[config.mk]
export PLATFORM = sky130hd
export DESIGN_NAME = mux_nto1_seq
export DESIGN_NICKNAME = d
export VERILOG_FILES = /design/src/rtl/mux_pkg.sv /design/src/rtl/mux_nto1_comb.sv /design/src/rtl/mux_nto1_seq.sv
export SDC_FILE = /design/constraint.sdc
export NUM_CORES = 1
export LEC_CHECK = 0
export CAP_MARGIN = 20
export CORE_MARGIN = 5
export CORE_UTILIZATION = 45
export DETAILED_ROUTE_END_ITERATION = 8
export GPL_ROUTABILITY_DRIVEN = 0
export GPL_TIMING_DRIVEN = 0
export PLACE_DENSITY = 0.81
export SLEW_MARGIN = 30
export SYNTH_ARGS = -nofsm -noshare
export SYNTH_HDL_FRONTEND = slang
export SYNTH_SLANG_ARGS = --single-unit
[constraint.sdc]
create_clock -name clk -period 1.8 [get_ports clk]
set_clock_uncertainty 0.1 [all_clocks]
set_input_delay 0.54 -clock clk [delete_from_list [all_inputs] [get_ports clk]]
set_output_delay 0.54 -clock clk [all_outputs]
set_load 0.005 [all_outputs]
[src/rtl/mux_pkg.sv]
// Shared types and helpers for the N-to-1 sequential multiplexer.
// Holds the two-state FSM enum and the selector/counter width helper.
package mux_pkg;

    typedef enum logic {
        IDLE   = 1'b0,
        SERIAL = 1'b1
    } state_e;

    // Never returns zero, so a 1-element build still gets a legal vector width.
    function automatic int sel_width(input int n);
        return (n < 2) ? 1 : $clog2(n);
    endfunction

endpackage

[src/rtl/mux_nto1_comb.sv]
// Combinational element selector: out = vec[idx], or zero when idx is out of range.
module mux_nto1_comb
    import mux_pkg::*;
#(
    parameter int DATA_WIDTH = 8,
    parameter int NUM_IN     = 4,
    parameter int IDX_W      = sel_width(NUM_IN)
) (
    input  logic [DATA_WIDTH-1:0] vec [NUM_IN-1:0],
    input  logic [IDX_W-1:0]      idx,
    output logic [DATA_WIDTH-1:0] out
);

    logic [NUM_IN-1:0] hit;

    generate
        for (genvar gi = 0; gi < NUM_IN; gi++) begin : g_hit
            assign hit[gi] = (int'(idx) == gi);
        end
    endgenerate

    // One-hot AND-OR; no hit (index beyond NUM_IN-1) leaves the result zero.
    always_comb begin
        out = '0;
        for (int i = 0; i < NUM_IN; i++) begin
            out = out | (vec[i] & {DATA_WIDTH{hit[i]}});
        end
    end

endmodule

[src/rtl/mux_nto1_seq.sv]
// N-to-1 registered mux with manual (single element) and serialise (whole vector burst) modes.
// Optional sticky out-of-range flag sel_err is built only when MUX_SEL_ERR_EN is defined.
module mux_nto1_seq
    import mux_pkg::*;
#(
    parameter  int DATA_WIDTH = 8,
    parameter  int NUM_IN     = 4,
    localparam int SEL_W      = $clog2(NUM_IN)
) (
    input  logic                  clk,
    input  logic                  rst_n,
    input  logic [DATA_WIDTH-1:0] vec [NUM_IN-1:0],
    input  logic [SEL_W-1:0]      sel,
    input  logic                  auto_en,
    input  logic                  in_valid,
    output logic                  in_ready,
    output logic [DATA_WIDTH-1:0] out,
    output logic                  out_valid,
    input  logic                  out_ready,
    output logic                  out_last
`ifdef MUX_SEL_ERR_EN
    ,
    output logic                  sel_err
`endif
);

    localparam int CNT_W = sel_width(NUM_IN);

    state_e                state_q;
    logic [CNT_W-1:0]      cnt_q;
    logic [CNT_W-1:0]      cnt_d;
    logic [DATA_WIDTH-1:0] buf_q [NUM_IN-1:0];
    logic [DATA_WIDTH-1:0] out_q;
    logic                  out_valid_q;
    logic                  out_last_q;

    logic [DATA_WIDTH-1:0] src [NUM_IN-1:0];
    logic [CNT_W-1:0]      idx;
    logic [DATA_WIDTH-1:0] mux_out;
    logic                  load;
    logic                  accept;
    logic                  cnt_final;

    assign load      = !out_valid_q || out_ready;
    assign in_ready  = rst_n && (state_q == IDLE) && load;
    assign accept    = in_valid && in_ready;
    assign cnt_d     = cnt_q + CNT_W'(1);
    assign cnt_final = (cnt_q == CNT_W'(NUM_IN - 1));

    // One selector serves both modes: live inputs while idle, the captured copy while bursting.
    always_comb begin
        for (int i = 0; i < NUM_IN; i++) begin
            src[i] = (state_q == SERIAL) ? buf_q[i] : vec[i];
        end
        if (state_q == SERIAL) begin
            idx = cnt_q;
        end else if (auto_en) begin
            idx = '0;
        end else begin
            idx = CNT_W'(sel);
        end
    end

    mux_nto1_comb #(
        .DATA_WIDTH (DATA_WIDTH),
        .NUM_IN     (NUM_IN),
        .IDX_W      (CNT_W)
    ) u_sel (
        .vec (src),
        .idx (idx),
        .out (mux_out)
    );

    always_ff @(posedge clk or negedge rst_n) begin
        if (!rst_n) begin
            state_q     <= IDLE;
            cnt_q       <= '0;
            buf_q       <= '{default: '0};
            out_q       <= '0;
            out_valid_q <= 1'b0;
            out_last_q  <= 1'b0;
        end else begin
            case (state_q)
                IDLE: begin
                    if (accept) begin
                        out_q       <= mux_out;
                        out_valid_q <= 1'b1;
                        if (auto_en) begin
                            buf_q <= vec;
                            if (NUM_IN == 1) begin
                                out_last_q <= 1'b1;
                            end else begin
                                out_last_q <= 1'b0;
                                cnt_q      <= CNT_W'(1);
                                state_q    <= SERIAL;
                            end
                        end else begin
                            out_last_q <= 1'b1;
                        end
                    end else if (load) begin
                        out_valid_q <= 1'b0;
                    end
                end
                SERIAL: begin
                    if (load) begin
                        out_q       <= mux_out;
                        out_valid_q <= 1'b1;
                        if (cnt_final) begin
                            out_last_q <= 1'b1;
                            cnt_q      <= '0;
                            state_q    <= IDLE;
                        end else begin
                            out_last_q <= 1'b0;
                            cnt_q      <= cnt_d;
                        end
                    end
                end
                default: state_q <= IDLE;
            endcase
        end
    end

    assign out       = out_q;
    assign out_valid = out_valid_q;
    assign out_last  = out_last_q;

`ifdef MUX_SEL_ERR_EN
    logic sel_err_q;
    logic sel_oob;

    assign sel_oob = (int'(sel) >= NUM_IN);

    always_ff @(posedge clk or negedge rst_n) begin
        if (!rst_n) begin
            sel_err_q <= 1'b0;
        end else if (accept && !auto_en && sel_oob) begin
            sel_err_q <= 1'b1;
        end
    end

    assign sel_err = sel_err_q;
`endif

endmodule

# After elaboration in Yosys (flattened, before gate mapping)
# Index checks and enable logic that the tools add are counted.
# totals
wordCells	64
output_inout_bits	11
inputBits	39
ff_bits	45
# op_classes
eq_ne	8
n_reduce_logical	10
bitwise_logic	8
n_mux	28
addsub	1
# ops
op	n
$mux 8	6
$and 8x8->8	4
$or 8x8->8	3
$pmux 8 s2	1
$mux 2	6
$mux 1	11
$eq 2x2->1 const B	3
$pmux 1 s2	3
$reduce_and 3->1	2
$ne 2x2->1 const B	2
$pmux 2 s2	1
$reduce_and 2->1	2
$logic_and 1x1->1	3
$ne 3x3->1 const B	1
$add 2x1->2 const B	1
$eq 2x1->1 const B	1
$logic_not 2->1	1
$ne 2x1->1 const B	1
$logic_not 1->1	1
$logic_or 1x1->1	1
$not 1->1	1

# Longest topological paths before layout
# depth
ltp_word	9
ltp_mapped	7
mapped_depth_nobuf	4

# Hierarchy
# A second synthesis with hierarchy kept.
# hier_totals
hier_cells	159
area_unflattened_um2	2359.8
# by_module_without_submodules
module	seq_area_each_um2	cells_per_inst	area_each_um2	instances
mux_nto1_seq	1126.1	149	2157.1	1
mux_nto1_comb	0.0	10	202.7	1

# Least setup slack after synthesis
# No wires, ideal clock.
# synth_timing
path_type	input to register
start	in out_ready
end	reg buf_q[24] (netlist name)
path_buffers	1
required_time_ns	1.575
setup_time_ns	0.125
slack_ns	0.027
arrival_ns	1.548
cell_stages	4
cell_sequence	nor2b_1 nor4b_4 buf_4 mux2_2
# synth_between
elab_chain_len	4
# synth_lines
item	line_no	text
start, declared	mux_nto1_seq.sv:19	input logic out_ready,
$logic_or 1x1->1	mux_nto1_seq.sv:44	assign load = !out_valid_q || out_ready;
$logic_and 1x1->1	mux_nto1_seq.sv:45	assign in_ready = rst_n && (state_q == IDLE) && load;
$logic_and 1x1->1	mux_nto1_seq.sv:46	assign accept = in_valid && in_ready;
$reduce_and 3->1 (no line)	-	
end signal, assigned	mux_nto1_seq.sv:89	buf_q <= vec;
end, declared	mux_nto1_seq.sv:32	logic [DATA_WIDTH-1:0] buf_q [NUM_IN-1:0];
# No other way between the ends.
# A chain may end at the register's enable or synchronous reset.

# Final worst setup path
# layout_timing
start	reg state_q
end	reg out_q[3], in the netlist out[3]
# layout_between
elab_chain_len	8
word_cells_on_any_way	26
# layout_lines
item	line_no	text
start, declared	mux_nto1_seq.sv:29	state_e state_q;
start signal, assigned	mux_nto1_seq.sv:76	state_q <= IDLE;
start signal, assigned	mux_nto1_seq.sv:95	state_q <= SERIAL;
start signal, assigned	mux_nto1_seq.sv:111	state_q <= IDLE;
$mux 2	mux_nto1_seq.sv:55	if (state_q == SERIAL) begin
$eq 2x2->1 / $logic_not 2->1 (equally long branches)	mux_nto1_comb.sv:18	assign hit[gi] = (int'(idx) == gi);
$and 8x8->8	mux_nto1_comb.sv:26	out = out | (vec[i] & {DATA_WIDTH{hit[i]}});
$or 8x8->8 (3 in a row)	mux_nto1_comb.sv:26	
$mux 8, on equally long branches	mux_nto1_seq.sv:105, mux_nto1_seq.sv:85	
$pmux 8 s2	mux_nto1_seq.sv:83	case (state_q)
end signal, assigned	mux_nto1_seq.sv:86	out_q <= mux_out;
end signal, assigned	mux_nto1_seq.sv:106	out_q <= mux_out;
end, declared	mux_nto1_seq.sv:33	logic [DATA_WIDTH-1:0] out_q;
# Several ways; a longest one is shown, not always the timed one. The select of a mux whose other input is x is not followed.

==> impl_metrics.env <==
export IMPL_stdcell_area_um2=3850
export IMPL_die_w_um=83.3
export IMPL_maxSlewHeadroom_pct=69.3
export IMPL_final_cells=348
export IMPL_ir_drop_mv=0.737
export IMPL_seq_area_frac_synth_pct=46.6
export IMPL_syn_avg_cell_area_um2=12.1
export IMPL_finalCritPeriodShare_pct=107
export IMPL_status="finished with violations"
export IMPL_fmax_ghz=0.517
export IMPL_clockBufferDepth=2
export IMPL_grt_pass1_vias=2060
export IMPL_core_region_area_um2=5170
export IMPL_start_util_pct=46.7
export IMPL_drt_pass1_iter_count=4
export IMPL_routed_wl_um=7320
export IMPL_drtAntennaViolNets=0
export IMPL_arrival_ns=2.01
export IMPL_r2r_cells=6
export IMPL_tightest_slew_ns=0.459
export IMPL_ys_warn_count=0
export IMPL_cts_sinks=45
export IMPL_setup_violations=40
export IMPL_cellPowerDensity_nw_per_um2=1550
export IMPL_placed_cells=318
export IMPL_cts_clk_slew_worst_paths_ns=0.08
export IMPL_hold_viol_final=0
export IMPL_vias_per_cell=5.72
export IMPL_violations="setup timing"
export IMPL_critPathCaptureType="flip-flop"
export IMPL_grt_first_pass_wirelength_um=10200
export IMPL_antenna_cells=0
export IMPL_cts_tree="yes"
export IMPL_crit_fanout=8
export IMPL_grt_max_degree=36
export IMPL_placed_area_um2=2990
export IMPL_fin_ws_ns=-0.134
export IMPL_fin_crit_ns=1.93
export IMPL_cts_root_buf="clkbuf_8"
export IMPL_cp_slowest_cell="dfrtp_1"
export IMPL_drive_gt1_share_pct=43.2
export IMPL_grt_use_total_pct=18.6
export IMPL_ys_seq_elements=45
export IMPL_drc=0
export IMPL_clock_latency_ns=0.30
export IMPL_layout_common_cells="dfrtp_1, clkdlybuf4s50_1, mux2_4, a21oi_1, mux2i_1"
export IMPL_numCtsBuffers=5
export IMPL_startpoint_type="flip-flop"
export IMPL_critical_path_class="flip-flop to flip-flop"
export IMPL_num_io_pins=50
export IMPL_layout_nets=318
export IMPL_rows=26
export IMPL_drt_iter0_drc=110
export IMPL_final_max_slew_viol_count=0
export IMPL_overflow=0
export IMPL_final_common_cell="dfrtp_1"
export IMPL_rsz0062_at_grt="yes"
export IMPL_path_cells="buf_6 > buf_12 > buf_8 > o31a_4 > a2111oi_4 > a21oi_1"
export IMPL_htree_num_levels=2
export IMPL_cpPeakStageDelay_ns=0.42
export IMPL_synth_nets=239
export IMPL_synth_cell_types=26
export IMPL_maxCapViolations=0
export IMPL_vias=1990
export IMPL_design_die_area_um2=6940
export IMPL_synth_area_um2=2420
export IMPL_p_leak_nw=1.61
export IMPL_io_buffers=49
export IMPL_syn_inst=199
export IMPL_utilization_pct=74.4
export IMPL_hold_class="input port to asynchronous set/reset pin"
export IMPL_dpl_hpwl_um=4030
export IMPL_worst_ep_required_time_ns=1.88
export IMPL_area_growth_syn_to_layout_pct=59.3
export IMPL_antenna_found_initial=0
export IMPL_fp_dieH_um=83.3
export IMPL_wl_per_cell_um=21.0
## through the flow
| stage | hold slack (ns) | worst slack [ns] | setup TNS [ns] | total power, mW |
|---|---|---|---|---|
| 2_1_floorplan | 0.144 | 0.0273 | 0 | 3.29 |
| 3_3_place_gp | 0.362 | -2.43 | -156.53 | 3.93 |
| 3_5_place_dp | 0.375 | -0.810 | -31.25 | 4.01 |
| 4_1_cts | 0.0733 | -0.0821 | -0.788 | 5.32 |
| 5_1_grt | 0.0709 | -0.195 | -3.74 | 6.29 |
| 6_report | 0.0614 | -0.134 | -1.91 | 5.98 |
## path summary, 6_finish.rpt
kind / to / startpoint / slack (ns)
worst max-delay path: out[3] / state_q / -0.13
worst min-delay path: out_last / rst_n / 0.06
worst max register to register: out[3] / state_q / -0.13
worst min register to register: buf_q[5] / buf_q[5] / 0.41
max in group asynchronous: buf_q[14] / rst_n / 0.67
min in group clk: out_valid / rst_n / 0.40
## worst max-delay path: cells and delay by family, from the launching register on
kind | cells | cell delay (ns)
AO/OA/AOI/OAI | 3 | 0.87
flip-flops | 1 | 0.42
buffers and inverters | 3 | 0.41
## kinds of logic after synthesis
family / synth area share [%]
multiplexers: 28.6
AO/OA/AOI/OAI: 14.3
flip-flops: 46.6
AND/OR/NAND/NOR: 6.78
buffers and inverters: 3.26
adder cells (fa/ha/maj): 0.518
## report_power, final
part | switching [mW] | leakage (nW) | internal, mW
registers | 0.341 | 0.535 | 1.52
clock network | 0.342 | 0.0443 | 0.305
logic | 1.45 | 1.03 | 2.02
## final cells by class
type	count	area, um2
multi-input cells	142	1610
fillers	334	1320
flip-flops and latches	45	1130
repair buffers	73	787
plain buffers	11	153
well taps	70	87.6
clock buffers	7	86.3
## cells in the mapped netlist
| library cell | count | share of area (%) |
|---|---|---|
| nand2b_1 | 1 | 0.26 |
| nor2_1 | 12 | 1.9 |
| nor2b_1 | 1 | 0.26 |
| a2111oi_2 | 8 | 5.0 |
| nand4bb_1 | 1 | 0.47 |
| nor2_2 | 1 | 0.26 |
| ha_1 | 1 | 0.52 |
| nand2_1 | 5 | 0.78 |
| a21o_1 | 1 | 0.31 |
| dfrtp_1 | 45 | 47 |
| nand3b_1 | 2 | 0.62 |
| or4b_1 | 2 | 0.83 |
| mux2i_1 | 24 | 9.9 |
| a21oi_1 | 35 | 7.2 |
| nor4b_4 | 1 | 0.98 |
| o31a_4 | 1 | 0.72 |
| buf_6 | 2 | 0.93 |
| mux2_1 | 18 | 8.4 |
| buf_4 | 3 | 0.93 |
| nand3_1 | 1 | 0.21 |
| buf_2 | 6 | 1.2 |
| buf_1 | 1 | 0.16 |
| o21ai_0 | 3 | 0.62 |
| mux2_2 | 22 | 10 |
| and2_1 | 1 | 0.26 |
| a32o_1 | 1 | 0.41 |
## registers in the layout, summed over array words and instances, names as in the netlist
signal and flops:
out_valid 1, out 8, buf_q 32, state_q 1, out_last 1, cnt_q 2
## repair_timing
item                                   4_1_cts  5_1_grt
pin swaps                                    4        3
gates resized for setup                     86       47
setup endpoints to repair                   51       47
buffers inserted                            11        7
endpoints found under the hold margin       10        0
gates cloned                                 1        3
hold buffers                                 2        0
## per-layer routing
| metal | GRT usage, % | part of all wire [%] | up-vias |
|---|---|---|---|
| li1 | - | - | 899 |
| met2 | 32.4 | 53 | 52 |
| met3 | 4.46 | 4.5 | 14 |
| met4 | 7.43 | 2.2 | 0 |
| met1 | 21.9 | 40 | 1025 |
| met5 | 0 | 0 | - |
Note: power is estimated with default switching activity, not from simulation.
